--- src/rtl/spi_controller.sv ---
// SPI mode-0 initiator. Serialises 16-bit register-write frames
// {write, addr[6:0], data[7:0]} MSB-first on sclk/copi under ncs, and returns
// the last eight cipo bits captured in each frame on rsp_data.
// All outputs are registered. They are computed from the next state so that
// they change on the same clock edge as the state they belong to.
module spi_controller #(
  parameter int CLK_DIV  = 4,  // clk cycles per sclk half-period (>=2)
  parameter int CS_SETUP = 2,  // ncs low before first rising sclk (>=1)
  parameter int CS_HOLD  = 2,  // ncs low after last falling sclk (>=1)
  parameter int IDLE_GAP = 4   // ncs high between frames (>=1)
) (
  input  logic       clk,
  input  logic       rst,
  input  logic       req_valid,
  output logic       req_ready,
  input  logic       req_write,
  input  logic [6:0] req_addr,
  input  logic [7:0] req_data,
  output logic       rsp_valid,
  output logic [7:0] rsp_data,
  input  logic       cipo,
  output logic       sclk,
  output logic       copi,
  output logic       ncs,
  output logic       busy
);

  localparam int CW = 16;
  localparam logic [CW-1:0] DIV_LAST   = CW'(CLK_DIV - 1);
  localparam logic [CW-1:0] SETUP_LAST = CW'(CS_SETUP - 1);
  localparam logic [CW-1:0] HOLD_LAST  = CW'(CS_HOLD - 1);
  localparam logic [CW-1:0] GAP_LAST   = CW'(IDLE_GAP - 1);

  typedef enum logic [2:0] {
    IDLE  = 3'd0,
    SETUP = 3'd1,
    SHIFT = 3'd2,
    HOLD  = 3'd3,
    GAP   = 3'd4
  } state_t;

  state_t          state, state_n;
  logic [CW-1:0]   cnt, cnt_n;      // cycles spent in the current state/phase
  logic [3:0]      bit_cnt, bit_n;  // frame bit on the wire, counts 15 -> 0
  logic            phase, phase_n;  // 0 = sclk low phase, 1 = sclk high phase
  logic [15:0]     frame, frame_n;
  // Only the last eight captured bits are ever returned, so eight bits of
  // shift register are all that is kept.
  logic [7:0]      cap;

  logic            ready_n, busy_n, ncs_n, sclk_n, copi_n, rsp_valid_n;
  logic [7:0]      rsp_data_n;

  // State, counters and latched frame
  always_ff @(posedge clk or posedge rst) begin
    if (rst) begin
      state   <= IDLE;
      cnt     <= '0;
      bit_cnt <= '0;
      phase   <= 1'b0;
      frame   <= '0;
    end else begin
      state   <= state_n;
      cnt     <= cnt_n;
      bit_cnt <= bit_n;
      phase   <= phase_n;
      frame   <= frame_n;
    end
  end

  // Next-state: sequence IDLE -> SETUP -> SHIFT -> HOLD -> GAP -> IDLE
  always_comb begin
    state_n = state;
    cnt_n   = cnt;
    bit_n   = bit_cnt;
    phase_n = phase;
    frame_n = frame;
    case (state)
      IDLE: begin
        if (req_valid && req_ready) begin
          frame_n = {req_write, req_addr, req_data};
          state_n = SETUP;
          cnt_n   = '0;
        end
      end
      SETUP: begin
        if (cnt == SETUP_LAST) begin
          state_n = SHIFT;
          cnt_n   = '0;
          phase_n = 1'b0;
          bit_n   = 4'd15;
        end else begin
          cnt_n = cnt + CW'(1);
        end
      end
      SHIFT: begin
        if (cnt == DIV_LAST) begin
          cnt_n = '0;
          if (phase) begin
            phase_n = 1'b0;
            if (bit_cnt == 4'd0) state_n = HOLD;
            else                 bit_n   = bit_cnt - 4'd1;
          end else begin
            phase_n = 1'b1;
          end
        end else begin
          cnt_n = cnt + CW'(1);
        end
      end
      HOLD: begin
        if (cnt == HOLD_LAST) begin
          state_n = GAP;
          cnt_n   = '0;
        end else begin
          cnt_n = cnt + CW'(1);
        end
      end
      GAP: begin
        if (cnt == GAP_LAST) begin
          state_n = IDLE;
          cnt_n   = '0;
        end else begin
          cnt_n = cnt + CW'(1);
        end
      end
      default: state_n = IDLE;
    endcase
  end

  // Next output values, derived from where the FSM is going. copi follows
  // frame[bit_n], and bit_n only moves at the start of a low phase, so copi
  // is stable across every rising sclk.
  always_comb begin
    ready_n     = (state_n == IDLE);
    busy_n      = (state_n == SETUP) || (state_n == SHIFT) || (state_n == HOLD);
    ncs_n       = !busy_n;
    sclk_n      = (state_n == SHIFT) && phase_n;
    copi_n      = 1'b0;
    case (state_n)
      SETUP:   copi_n = frame_n[15];
      SHIFT:   copi_n = frame_n[bit_n];
      HOLD:    copi_n = frame_n[0];
      default: copi_n = 1'b0;
    endcase
    rsp_valid_n = (state == HOLD) && (state_n == GAP);
    rsp_data_n  = rsp_valid_n ? cap : rsp_data;
  end

  // Output registers
  always_ff @(posedge clk or posedge rst) begin
    if (rst) begin
      req_ready <= 1'b1;
      busy      <= 1'b0;
      ncs       <= 1'b1;
      sclk      <= 1'b0;
      copi      <= 1'b0;
      rsp_valid <= 1'b0;
      rsp_data  <= 8'h00;
    end else begin
      req_ready <= ready_n;
      busy      <= busy_n;
      ncs       <= ncs_n;
      sclk      <= sclk_n;
      copi      <= copi_n;
      rsp_valid <= rsp_valid_n;
      rsp_data  <= rsp_data_n;
    end
  end

  // Sample cipo on the first cycle of each sclk high phase
  always_ff @(posedge clk or posedge rst) begin
    if (rst) begin
      cap <= 8'h00;
    end else if (state == SHIFT && phase && cnt == '0) begin
      cap <= {cap[6:0], cipo};
    end
  end

endmodule

--- config.mk ---
export PLATFORM = sky130hd
export DESIGN_NAME = spi_controller
export DESIGN_NICKNAME = d
export VERILOG_FILES = /design/src/rtl/spi_controller.sv
export SDC_FILE = /design/constraint.sdc
export NUM_CORES = 1
export LEC_CHECK = 0
export CAP_MARGIN = 20
export CORE_MARGIN = 2
export CORE_UTILIZATION = 25
export DETAILED_ROUTE_END_ITERATION = 12
export HOLD_SLACK_MARGIN = 0.1
export PLACE_DENSITY_LB_ADDON = 0.2
export SLEW_MARGIN = 20
export SYNTH_ARGS = -nofsm -noshare
export SYNTH_HDL_FRONTEND = slang
export SYNTH_SLANG_ARGS = --single-unit
--- constraint.sdc ---
create_clock -name clk -period 3.7 [get_ports clk]
set_clock_uncertainty 0.1 [all_clocks]
set_input_delay 0.555 -clock clk [delete_from_list [all_inputs] [get_ports clk]]
set_output_delay 0.555 -clock clk [all_outputs]
set_load 0.02 [all_outputs]
* Word level (Yosys, flattened, before mapping)
Index checks and enable logic that the tools add are counted.
** Storage, ports and cells
- Word-level logic and storage cells :: 69
- Bits in registers :: 62
- Bits of input ports :: 20
- Bits in read-only memories :: 0
- Output and inout bits :: 14
- Memory bits (writable) :: 0
- Bits in latches :: 0
- Memories :: 0
** Cells by class
- Magnitude comparators :: 1
- Shifts and indexed selects :: 0
- Divide/modulo/power cells :: 0
- Muxes and demuxes :: 26
- Equal/unequal tests :: 11
- Bitwise gates (word level) :: 0
- $mul :: 0
- Reductions and logical operators :: 16
- $add $sub $neg :: 2
** Operators by type and width (number)
- 16-bit two-way mux :: 5
- 16-bit case mux with 3 select lines :: 1
- 3-bit two-way mux :: 7
- 16-bit by 1-bit adder with 16-bit output, second input constant :: 1
- 16-bit by 1-bit == test with 1-bit output, second input constant :: 1
- 16-bit by 2-bit == test with 1-bit output, second input constant :: 1
- 16-bit logical NOT :: 1
- 4-bit two-way mux :: 4
- 3-bit case mux with 5 select lines :: 1
- 3-bit by 2-bit == test with 1-bit output, second input constant :: 4
- 4-bit case mux with 2 select lines :: 1
- 3-bit by 1-bit == test with 1-bit output, second input constant :: 2
- 3-bit == test, second input constant :: 2
- 3-bit logical NOT :: 2
- 1-bit logical AND :: 5
- 4-bit by 5-bit < comparator with 1-bit output, second input constant :: 1
- 1-bit binary-select mux with 4-bit select :: 1
- 4-bit logical NOT :: 1
- 1-bit two-way mux :: 4
- 2-bit OR reduction :: 2
- 4-bit by 1-bit subtractor with 4-bit output, second input constant :: 1
- 1-bit case mux with 3 select lines :: 1
- 3-bit nonzero test :: 1
- 1-bit logical OR :: 2
- 4 further kinds :: 4

* Longest topological paths before layout
Gate-level depths: netlist (run 1).
- Word-level depth :: 9
- Depth in mapped cells :: 11
- Mapped depth without buffers :: 11

* Least setup slack after synthesis (run 1)
No wires, ideal clock.
- Path kind :: register -> register
- Start :: reg bit_cnt[1]
- End :: reg copi
- Period minus slack after synthesis :: 2.612 ns
- Slack :: 1.088 ns
- Cell stages (with the launch flop) :: 11
- Path buffers :: 0
- Required time :: 3.468 ns
- Data arrival time :: 2.380 ns
- Library setup time :: 0.132 ns
- Path through :: dfrtp_1 inv_1 ha_1 or3b_2 nand3_1 a21oi_1 o22ai_4 mux2_4 o32a_1 o31ai_1 o41ai_2
** Between the ends
- Word-level cells in the longest chain between the ends :: 8
- Elaborated cells on any way between the ends :: 17
- Those cells by class :: add/sub: 1; eq/ne: 3; mux: 12; reduce/logical: 1
** Ends and longest elaborated chain
- from (decl) :: line 44 : logic [3:0] bit_cnt, bit_n;
- from (signal assigned) :: line 65 : bit_cnt <= bit_n;
- 4-bit by 1-bit subtractor with 4-bit output or 4-bit logical NOT (tied branches) :: line 102, 101
- 4-bit two-way mux :: line 101 : if (bit_cnt == 4'd0) state_n = HOLD;
- 4-bit two-way mux :: line 99 : if (phase) begin
- 4-bit two-way mux :: line 97 : if (cnt == DIV_LAST) begin
- 4-bit case mux with 2 select lines :: line 78 : case (state)
- 1-bit binary-select mux with 4-bit select :: line 141 : SHIFT: copi_n = frame_n[bit_n];
- 1-bit two-way mux (not written as such) :: line 141
- 1-bit case mux with 3 select lines (*) :: line 139 : case (state_n)
- via copi_n :: line 51 : logic ready_n, busy_n, ncs_n, sclk_n, copi_n, rsp_valid_n;
- to (signal assigned) :: line 164 : copi <= copi_n;
- to (decl) :: line 23 : output logic copi,
The timed path passes the listed nets; every way through them passes the cells marked *. The select of a mux whose other input is x is not followed.
A chain may end at the register's enable or synchronous reset.

* Worst setup path after layout (run 1)
Same ends and word-level chain as after synthesis.

==> impl_metrics.py, run 1 <==
metrics = {
    "worst_hold_path": {
        "holdPathEnd": "rsp_data[7]",
        "hold_depth": 2,
        "worstHoldPathType": "flip-flop to flip-flop",
        "min-delay-start": "cap[7]",
    },
    "yosys": {
        "syn_inst": 277,
        "synth.cell_area_sq_um": 3034,
        "ys_seq_area_share_pct": 51.22,
        "synth_nets": 301,
        "yosys_register_bits": 62,
        "muxShareOfSynthArea_pct": 12.78,
        "synth-async-reset-ratio_pct": 100.0,
        "syn_area_per_cell_sq_um": 10.95,
        "synth_warnings": 0,
        "synthAdderAreaFrac_pct": 1.649,
        "synth_top_flop_cell": "dfrtp_1",
        "synth_compound_area_share_pct": 7.216,
        "yosys.area.top_type_share_pct": 49.48,
        "synth_edf_count": 0,
        "ys_types": 50,
        "synth_top_family_by_area": "simple AND/OR/NAND/NOR gates",
        "synthXorXnorAreaFrac_pct": 3.464,
        "synth.area.top_cells": "dfrtp_1, mux2_2, nand2_1, mux2i_1, nor2_1",
        "yosysTopAreaCell": "dfrtp_1",
        "synth-simple-area-share_pct": 19.71,
    },
    "critical_path": {
        "rr_startpoint": "bit_cnt[1]",
        "crit_path_start_kind": "flip-flop",
        "ff2ff_path_depth": 10,
        "cp.arrival_ps": 2940,
        "rr_endpoint": "copi",
        "rrSetupSlack_ps": 860,
        "crit_fanout": 9,
        "worstSetupEndpointType": "flip-flop",
        "crit_path_cell_trace": "inv_1 > ha_1 > or3b_2 > nand3_1 > a21oi_1 > o22ai_4 > mux2_4 > o32a_1 > o31ai_1 > o41ai_2",
        "crit_type": "flip-flop to flip-flop",
        "cp_slowest_cell": "or3b_2",
        "cpPeakStageDelay_ps": 460,
        "required_ps": 3800,
    },
    "layout": {
        "fill_cells": 1245,
        "fin_nets": 340,
        "syn_to_final_growth_pct": 26.06,
        "design_area_sq_um": 3825,
        "antennaDiodeCount": 0,
        "stdcell_count": 468,
        "drive_above_1_share_pct": 18.69,
    },
    "route": {
        "vias_per_cell": 4.528,
        "drtAntennaViolNets": 0,
        "drtPass1Iterations": 6,
        "drt_iter0_markers": 95,
        "num_vias": 2119,
        "routed_wl_mm": 6.353,
        "drcViolationCount": 0,
        "wire_per_inst_um": 13.57,
    },
    "clocking": {
        "clk_latency_ps": 330,
        "cts_htree_levels": 3,
        "holdBufCountCts": 0,
        "ctsResizeCount": 0,
        "numCtsBuffers": 9,
        "cts_root_buf": "clkbuf_16",
        "clkSlewWorstSetupHoldPaths_ps": 50,
        "cts_sinks": 62,
        "cts_tree": "done",
        "cts_setup_buffers": 0,
        "clockBufferDepth": 2,
    },
    "floorplanning": {
        "die_h_um": 114.2,
        "core_region_area_sq_um": 11910,
        "die_area_sq_um": 13030,
        "die_w_um": 114.2,
        "initial_core_util_pct": 25.47,
        "num_io_pins": 34,
        "placementRows": 40,
    },
    "sta": {
        "clock.fmax_mhz": 352.0,
        "period_needed_ps": 2841,
        "maxSlewViolCount": 0,
        "setup_ws_ps": 859.3,
        "setup_violations": 0,
        "hold_viol": 0,
        "rsz0062_at_grt": "no",
        "tns_ps": 0,
        "worst_slew_pin_slew_ps": 855.2,
        "finalCritPeriodShare_pct": 76.77,
        "slew_headroom_pct": 42.98,
    },
    "place": {
        "portBuffers": 33,
        "gp_congestion": 0.7301,
        "pre_cts_ws_ps": 761.3,
        "dp.cells": 452,
        "hpwl_mm": 4.403,
        "placed_cell_area_sq_um": 3530,
    },
    "power_and_ir_drop": {
        "p_int_w": 0.001885,
        "seq_power_share_pct": 35.0,
        "p_total_w": 0.002832,
        "comb_power_share_pct": 35.7,
        "leakage_nw": 1.679,
        "p_per_area_nw_per_um2": 740.4,
        "clkPwrFrac_pct": 29.4,
        "vdd_drop_max_v": 0.0002693,
        "p_sw_share_pct": 33.45,
        "p_sw_w": 0.0009474,
    },
    "global_route": {
        "grt_overflow": 0,
        "grt_usage_pct": 10.97,
        "grt_pass1_wl_mm": 11.12,
        "grt_max_degree": 49,
        "antenna_found_initial": 0,
        "grt_pass1_vias": 2286,
    },
    "outcome": {
        "status": "complete, no violations",
    },
    "job": {
        "max_cap_violations": 0,
    },
}
how the worst max path moves through the flow:
stage | to | startpoint | cells past startpoint
after floorplan | copi | bit_cnt[1] | 10
after global placement | copi | req_valid | 9
after detailed placement | copi | req_valid | 9
after CTS | copi | bit_cnt[1] | 10
after global routing | copi | cnt[1] | 10
final | copi | bit_cnt[1] | 10
placed cells by master, fill, tap and decap left out, drive strengths merged, types with 3 or more instances in the layout:
| cell type | Yosys | final |
|---|---|---|
| clkinv | 1 | 4 |
| nor3 | 4 | 4 |
| buf | 5 | 5 |
| nor4 | 3 | 3 |
| mux2 | 27 | 27 |
| nor2b | 3 | 3 |
| ha | 4 | 4 |
| clkbuf | 5 | 12 |
| inv | 16 | 15 |
| dfrtp | 60 | 60 |
| xor2 | 9 | 9 |
| a21oi | 5 | 5 |
| and3 | 7 | 7 |
| nor2 | 21 | 21 |
| clkdlybuf4s50 | 0 | 33 |
| nand2b | 3 | 3 |
| nand3 | 8 | 8 |
| xnor2 | 3 | 3 |
| mux2i | 8 | 8 |
| nand2 | 39 | 39 |
| o21ai | 10 | 10 |
| nand4 | 4 | 4 |
| o31ai | 4 | 4 |
cell usage after synthesis, types with 2 or more instances:
master / instances
o21a_1: 2
o31ai_1: 4
nand3_1: 8
nor3_1: 4
nand2_1: 39
clkbuf_1: 5
ha_1: 4
nor4_4: 3
or3_1: 2
xor2_1: 9
nand4_1: 3
nor2b_1: 3
dfstp_2: 2
mux2_2: 25
a21oi_1: 5
and3_1: 7
nor2_1: 21
dfrtp_1: 60
buf_2: 3
o21ai_0: 10
and2_1: 2
inv_1: 16
xnor2_1: 3
buf_6: 2
nand2b_1: 3
mux2i_1: 8
area by class of cell:
| type | count | area, sq um | area share, % |
|---|---|---|---|
| Clock inverter | 4 | 47.55 | 1.243 |
| Tap cell | 147 | 183.9 | 4.809 |
| Inverter | 17 | 65.06 | 1.701 |
| Timing Repair Buffer | 38 | 367.9 | 9.617 |
| Sequential cell | 62 | 1554 | 40.63 |
| Multi-Input combinational cell | 188 | 1360 | 35.56 |
| Clock buffer | 12 | 246.5 | 6.444 |
kinds of logic (layout without fill, tap and decap cells):
logic type / after synthesis / in the layout
AO/OA/AOI/OAI: 30 / 30
XOR/XNOR: 12 / 12
adder cells (fa/ha/maj): 4 / 4
buffers and inverters: 27 / 71
flip-flops: 62 / 62
multiplexers: 35 / 35
AND/OR/NAND/NOR: 107 / 107
critical path, delay by kind of cell (launching register included):
family          cells  cell delay, ps
buf+inv             1              70
simple gates        2             590
fa+ha+maj           1             170
compound gates      5            1040
mux                 1             340
flops               1             410
state kept, by name (all words and copies together), names as in the netlist:
signal,flops
cnt,16
frame,16
cap,8
rsp_data,8
bit_cnt,4
state,3
busy,1
copi,1
ncs,1
phase,1
req_ready,1
rsp_valid,1
sclk,1
per-layer routing:
layer  routed length [um]  global-route usage, %  part of all wire (%)  up-vias
met2                 2868                  17.10                    45       38
met3                  268                  2.647                   4.2       11
met1                 3051                  13.70                    48     1040
met4                  164                  6.829                   2.6        0
met5                    0                      0                     0        -
li1                     -                      -                     -     1030
power by group through the flow:
stage | registers [W] | logic [W] | clock network [W]
after floorplan | 0.000990 | 0.000751 | 0
after global placement | 0.00100 | 0.00102 | 0
after detailed placement | 0.00100 | 0.00103 | 0
after CTS | 0.000993 | 0.00104 | 0.000861
after global routing | 0.00102 | 0.00115 | 0.000893
final | 0.000991 | 0.00101 | 0.000831
through the flow:
stage	util (%)	hold slack [ps]
floorplan	-	334.8
CTS	32.10	376.2
detailed placement	29.63	361.5
global placement	29.63	353.8
finish	32.11	368.3
global route	32.11	401.7
Note: power is estimated with default switching activity, not from simulation.
==> run 2: changes to the inputs <==
- clock period: 3.7 -> 2.75 ns (I/O delays scaled with it)
==> run 2 against run 1 <==
  * Worst setup slack worse by 720 ps
  * First-iteration DRC count is 8.4% lower
  * Non-clock buffer count rose by 16
  * Largest power group unchanged
  * Sequential share of layout area fell by 2.2 points
  * Utilization rose by 1.9 points
  * Die area stayed put
  * Clock-buffer cell count fell by 1
  * Final cell count increased by 3.4%
  * Combinational power rose by 60%
  * Worst hold slack worse by 56 ps
  * Wire length increased by 2.6%
  * Register-to-register slack lost 720 ps
==> impl_metrics.py, run 2 (synthesis results as in run 1) <==
metrics = {
    "clocking": {
        "holdBufCountCts": 0,
        "cts_sinks": 62,
        "cts_htree_levels": 3,
        "clk_latency_ps": 330,
        "clkSlewWorstSetupHoldPaths_ps": 60,
        "cts_root_buf": "clkbuf_16",
        "cts_tree": "done",
        "numCtsBuffers": 9,
        "clockBufferDepth": 2,
    },
    "route": {
        "drt_iter0_markers": 87,
        "wire_per_inst_um": 13.47,
        "vias_per_cell": 4.496,
        "routed_wl_mm": 6.518,
        "num_vias": 2176,
        "drcViolationCount": 0,
        "drtPass1Iterations": 4,
        "drtAntennaViolNets": 0,
    },
    "critical_path": {
        "crit_type": "flip-flop to flip-flop",
        "required_ps": 2840,
        "rrSetupSlack_ps": 140,
        "crit_fanout": 3,
        "cp.arrival_ps": 2710,
        "crit_path_start_kind": "flip-flop",
        "rr_startpoint": "bit_cnt[1]",
        "worstSetupEndpointType": "flip-flop",
        "rr_endpoint": "copi",
        "ff2ff_path_depth": 10,
    },
    "layout": {
        "fill_cells": 1226,
        "final_util_pct": 33.97,
        "largest_registers": "cnt (16), frame (16)",
        "antennaDiodeCount": 0,
        "fin_nets": 356,
        "drive_above_1_share_pct": 25.22,
        "regArea_sq_um": 1556,
        "final_common_cell": "dfrtp_1",
        "syn_to_final_growth_pct": 33.36,
        "multiInputGateArea_sq_um": 1400,
        "final_cell_mix": "dfrtp_1, nand2_1, clkdlybuf4s50_1",
    },
    "place": {
        "gp_congestion": 0.7436,
        "portBuffers": 33,
        "hpwl_mm": 4.714,
    },
    "floorplanning": {
        "die_h_um": 114.2,
        "die_area_sq_um": 13030,
        "placementRows": 40,
        "die_w_um": 114.2,
        "initial_core_util_pct": 25.47,
        "core_region_area_sq_um": 11910,
        "num_io_pins": 34,
    },
    "sta": {
        "worst_slew_pin_slew_ps": 466.9,
        "slew_headroom_pct": 68.83,
        "hold_viol": 0,
        "clock.fmax_mhz": 382.7,
        "period_needed_ps": 2613,
        "finalCritPeriodShare_pct": 95.03,
        "setup_violations": 0,
        "maxSlewViolCount": 0,
    },
    "global_route": {
        "grt_max_degree": 27,
        "antenna_found_initial": 0,
        "grt_pass1_vias": 2231,
        "grt_overflow": 0,
        "grt_pass1_wl_mm": 11.36,
        "grt_usage_pct": 11.31,
    },
    "power_and_ir_drop": {
        "p_per_area_nw_per_um2": 1031,
        "vdd_drop_max_v": 0.0003347,
        "p_total_w": 0.004171,
        "leakage_nw": 1.787,
    },
    "job": {
        "max_cap_violations": 0,
    },
    "worst_hold_path": {
        "worstHoldPathType": "primary input to async pin",
    },
    "outcome": {
        "status": "complete, no violations",
    },
}
## run 2: changes by cell type in the layout (fill, tap and decap cells not counted), sizes merged
cell      before  now
clkbuf        12   11
inv           15   16
buf            5   21
clkinvlp       1    0
bufinv         1    2
## run 2: metrics by stage
stage / setup TNS (ps) / setup WS (ps) / cell area [sq um] / cells / hold slack (ps)
final: 0 / 136.7 / 4046 / 484 / 311.9
after global routing: -6.962 / -6.962 / 4046 / 484 / 360.9
after CTS: 0 / 10.73 / 3998 / 483 / 329.6
after detailed placement: -33.74 / -33.74 / 3667 / 467 / 361.3
after global placement: 0 / 36.67 / 3667 / 467 / 354.6
after floorplan: 0 / 138.1 / 3034 / 277 / 334.8
## run 2: final cells by class
type,count,area share [%]
Sequential cell,62,38.47
Multi-Input combinational cell,188,34.60
Timing Repair Buffer,54,12.77
Clock buffer,11,5.999
Tap cell,147,4.545
Clock inverter,5,2.041
Inverter,17,1.577
## run 2: worst max path at each step
stage	startpoint	to	slack, ps	cells past startpoint
finish	bit_cnt[1]	copi	140	10
global route	bit_cnt[1]	copi	-7	10
CTS	bit_cnt[1]	copi	10	10
detailed placement	req_valid	copi	-30	9
global placement	req_valid	copi	40	9
floorplan	bit_cnt[1]	copi	140	10
## run 2: worst max-delay path, cell delays in order (launching register included)
cell,delay [ps]
dfrtp_1,400
inv_1,70
ha_1,160
or3b_2,470
nand3_1,140
a21oi_2,90
o22ai_4,180
mux2_4,320
o32a_1,360
o31ai_4,70
o41ai_2,110
## run 2: repair_timing
| item | CTS | global route |
|---|---|---|
| gates resized for setup | 1 | 11 |
| pin swaps | 0 | 6 |
| endpoints found under the setup margin | 1 | 1 |
| setup buffers | 0 | 1 |
## run 2: layer usage
layer | global-route usage [%] | share of wire (%)
met5 | 0 | 0
met4 | 5.854 | 2.1
met3 | 3.017 | 3.9
met2 | 16.63 | 45
met1 | 15.27 | 49
## run 2: where the power goes
group | internal (W) | switching [W] | total, W
registers | 0.00117 | 0.000152 | 0.00133
clock network | 0.000819 | 0.000404 | 0.00122
logic | 0.000812 | 0.000810 | 0.00162
total | 0.00280 | 0.00137 | 0.00417
==> run 3: changes to the inputs <==
- ABC_AREA: not set -> 1
==> run 3 against run 2 <==
  * First-iteration DRC count increased by 47%
  * Sequential share of layout area is 0.92 points lower
  * Maximum frequency is 16% higher
  * Synthesized area up 5.6%
  * Largest cell class unchanged
  * Register-to-register slack gained 360 ps
  * Critical path type unchanged
  * Clock power increased by 9.8%
  * Power decreased by 45%
==> impl_metrics.py, run 3 <==
metrics = {
    "outcome": {
        "status": "complete, no violations",
    },
    "sta": {
        "slew_headroom_pct": 55.51,
        "period_needed_ps": 2251,
        "finalCritPeriodShare_pct": 81.87,
        "worst_slew_pin_slew_ps": 661.3,
        "tns_ps": 0,
        "clock.fmax_mhz": 444.2,
        "setup_violations": 0,
        "maxSlewViolCount": 0,
        "setup_ws_ps": 498.6,
        "rsz0062_at_grt": "no",
        "hold_viol": 0,
    },
    "power_and_ir_drop": {
        "p_per_area_nw_per_um2": 558.3,
        "vdd_drop_max_v": 0.0002091,
        "leakage_nw": 2.024,
    },
    "route": {
        "routed_wl_mm": 7.191,
        "drcViolationCount": 0,
        "vias_per_cell": 4.258,
        "num_vias": 2525,
        "drtPass1Iterations": 4,
        "wire_per_inst_um": 12.13,
        "drt_iter0_markers": 128,
        "drtAntennaViolNets": 0,
    },
    "clocking": {
        "cts_sinks": 62,
        "holdBufCountCts": 0,
        "clk_latency_ps": 330,
        "numCtsBuffers": 9,
        "ctsResizeCount": 0,
        "cts_setup_buffers": 0,
        "clkSlewWorstSetupHoldPaths_ps": 50,
        "clockBufferDepth": 2,
        "cts_htree_levels": 3,
        "cts_tree": "done",
        "cts_root_buf": "clkbuf_16",
    },
    "yosys": {
        "yosysTopAreaCell": "dfrtp_1",
        "yosys-top-cells-count": "nand2_1, dfrtp_1, inv_1, nor2_1, nand3_1",
        "syn_area_per_cell_sq_um": 8.617,
        "synth_warnings": 0,
        "yosys_register_bits": 62,
        "synth.cell_area_sq_um": 3206,
        "ys_types": 50,
        "ys_seq_area_share_pct": 48.48,
        "synth.area.top_cells": "dfrtp_1, nand2_1, inv_1, nand3_1, nor2_1",
        "yosys.area.top_type_share_pct": 46.84,
        "synth_top_flop_cell": "dfrtp_1",
        "synth_most_common_cell": "nand2_1",
        "syn_inst": 372,
        "synth_nets": 396,
        "synth_edf_count": 0,
        "synth-async-reset-ratio_pct": 100.0,
    },
    "critical_path": {
        "worstSetupEndpointType": "flip-flop",
        "cp.buffers_inverters": 1,
        "required_ps": 2870,
        "cp.arrival_ps": 2370,
        "crit_fanout": 9,
        "crit_path_start_kind": "flip-flop",
        "cp_slowest_cell": "dfrtp_1",
        "cpPeakStageDelay_ps": 380,
        "crit_path_cell_trace": "inv_1 > ha_1 > nand2_1 > nand2_1 > nand2_1 > nand2_1 > nand2_1 > nand2_2 > nand3_4 > nand2_4 > nand2_1 > nand3_1 > nand3_1 > nand3_1 > nand2_1 > nand2_1 > nand2_1",
        "crit_path_frequent_cell": "nand2_1",
        "critPathTopFamily": "simple AND/OR/NAND/NOR gates",
        "crit_type": "flip-flop to flip-flop",
    },
    "floorplanning": {
        "num_io_pins": 34,
        "placementRows": 41,
        "core_region_area_sq_um": 12570,
        "initial_core_util_pct": 25.51,
        "die_area_sq_um": 13740,
        "die_w_um": 117.2,
        "die_h_um": 117.2,
    },
    "layout": {
        "regArea_sq_um": 1554,
        "fin_nets": 440,
        "design_area_sq_um": 4139,
        "drive_above_1_share_pct": 17.81,
        "final_cell_mix": "nand2_1, dfrtp_1, inv_1",
        "fill_cells": 1330,
        "antennaDiodeCount": 0,
        "syn_to_final_growth_pct": 29.12,
        "largest_registers": "cnt (16), frame (16)",
        "final_util_pct": 32.93,
        "final_common_cell": "nand2_1",
        "multiInputGateArea_sq_um": 1423,
    },
    "place": {
        "pre_cts_ws_ps": 412.6,
        "gp_congestion": 0.8317,
        "portBuffers": 33,
        "placed_cell_area_sq_um": 3781,
        "hpwl_mm": 5.274,
    },
    "global_route": {
        "grt_max_degree": 31,
        "grt_pass1_wl_mm": 12.50,
        "antenna_found_initial": 0,
        "grt_overflow": 0,
        "grt_usage_pct": 11.92,
        "grt_pass1_vias": 2518,
    },
    "worst_hold_path": {
        "worstHoldPathType": "primary input to async pin",
    },
    "job": {
        "max_cap_violations": 0,
    },
}
## run 3: cell count changes in the layout (fill, tap and decap cells not counted), sizes merged, moves of 16 or more
cell	change
o21ai	+26
nand3	+25
nand2	+31
buf	-16
nor2	+26
inv	+39
mux2	-26
## run 3: metal layers
layer / GRT usage (%) / vias to the layer above / part of all wire (%)
met5: 0 / - / 0
met4: 6.353 / 0 / 2.6
met3: 2.678 / 11 / 2.6
met2: 16.70 / 31 / 43
met1: 17.01 / 1187 / 51
li1: - / 1296 / -
## run 3: worst paths after layout
path	from	endpoint	slack, ps	cells past startpoint
max in group asynchronous	rst	frame[4]	1650	3
min reg2reg	cap[2]	cap[2]	380	2
min in group clk	cap[2]	cap[2]	380	2
max	bit_cnt[0]	copi	500	17
min	rst	rsp_data[3]	340	2
max reg2reg	bit_cnt[0]	copi	500	17
## run 3: kinds of logic after synthesis
| group | share of synthesized area, % |
|---|---|
| xor gates and xnor gates | 0.8198 |
| AOI/OAI and AO/OA | 10.89 |
| adders and majority gates | 1.561 |
| DFF | 48.48 |
| and+or+nand+nor | 30.76 |
| buffers and inverters | 7.143 |
| muxes | 0.3513 |
## run 3: worst reg2reg max path: stages (launching register included)
cell and delay (ps):
dfrtp_1 380, inv_1 160, ha_1 250, nand2_1 170, nand2_1 90, nand2_1 50, nand2_1 50, nand2_1 60
nand2_2 70, nand3_4 130, nand2_4 160, nand2_1 90, nand3_1 100, nand3_1 60, nand3_1 90, nand2_1 50
nand2_1 50, nand2_1 50
## run 3: stage by stage
step	hold slack (ps)	total power, W	std cells
5_1_grt	387.0	0.002401	593
6_report	337.3	0.002311	593
3_5_place_dp	368.6	0.0009845	577
2_1_floorplan	342.2	0.0009443	372
4_1_cts	351.1	0.002349	593
3_3_place_gp	367.2	0.0009847	577
## run 3: power by group
| part | leakage (nW) | switching, W | internal, W |
|---|---|---|---|
| logic | 1.04 | 0.0000239 | 0.0000280 |
| registers | 0.816 | 0.000000387 | 0.000914 |
| clock network | 0.168 | 0.000411 | 0.000934 |
## run 3: area by class of cell
| cell class | instances | share of cell area (%) |
|---|---|---|
| repair buffers | 38 | 9.190 |
| clock buffers | 11 | 6.106 |
| clock inverters | 5 | 2.539 |
| well taps | 172 | 5.200 |
| multi-input cells | 250 | 34.37 |
| inverters | 55 | 5.048 |
| flip-flops and latches | 62 | 37.55 |
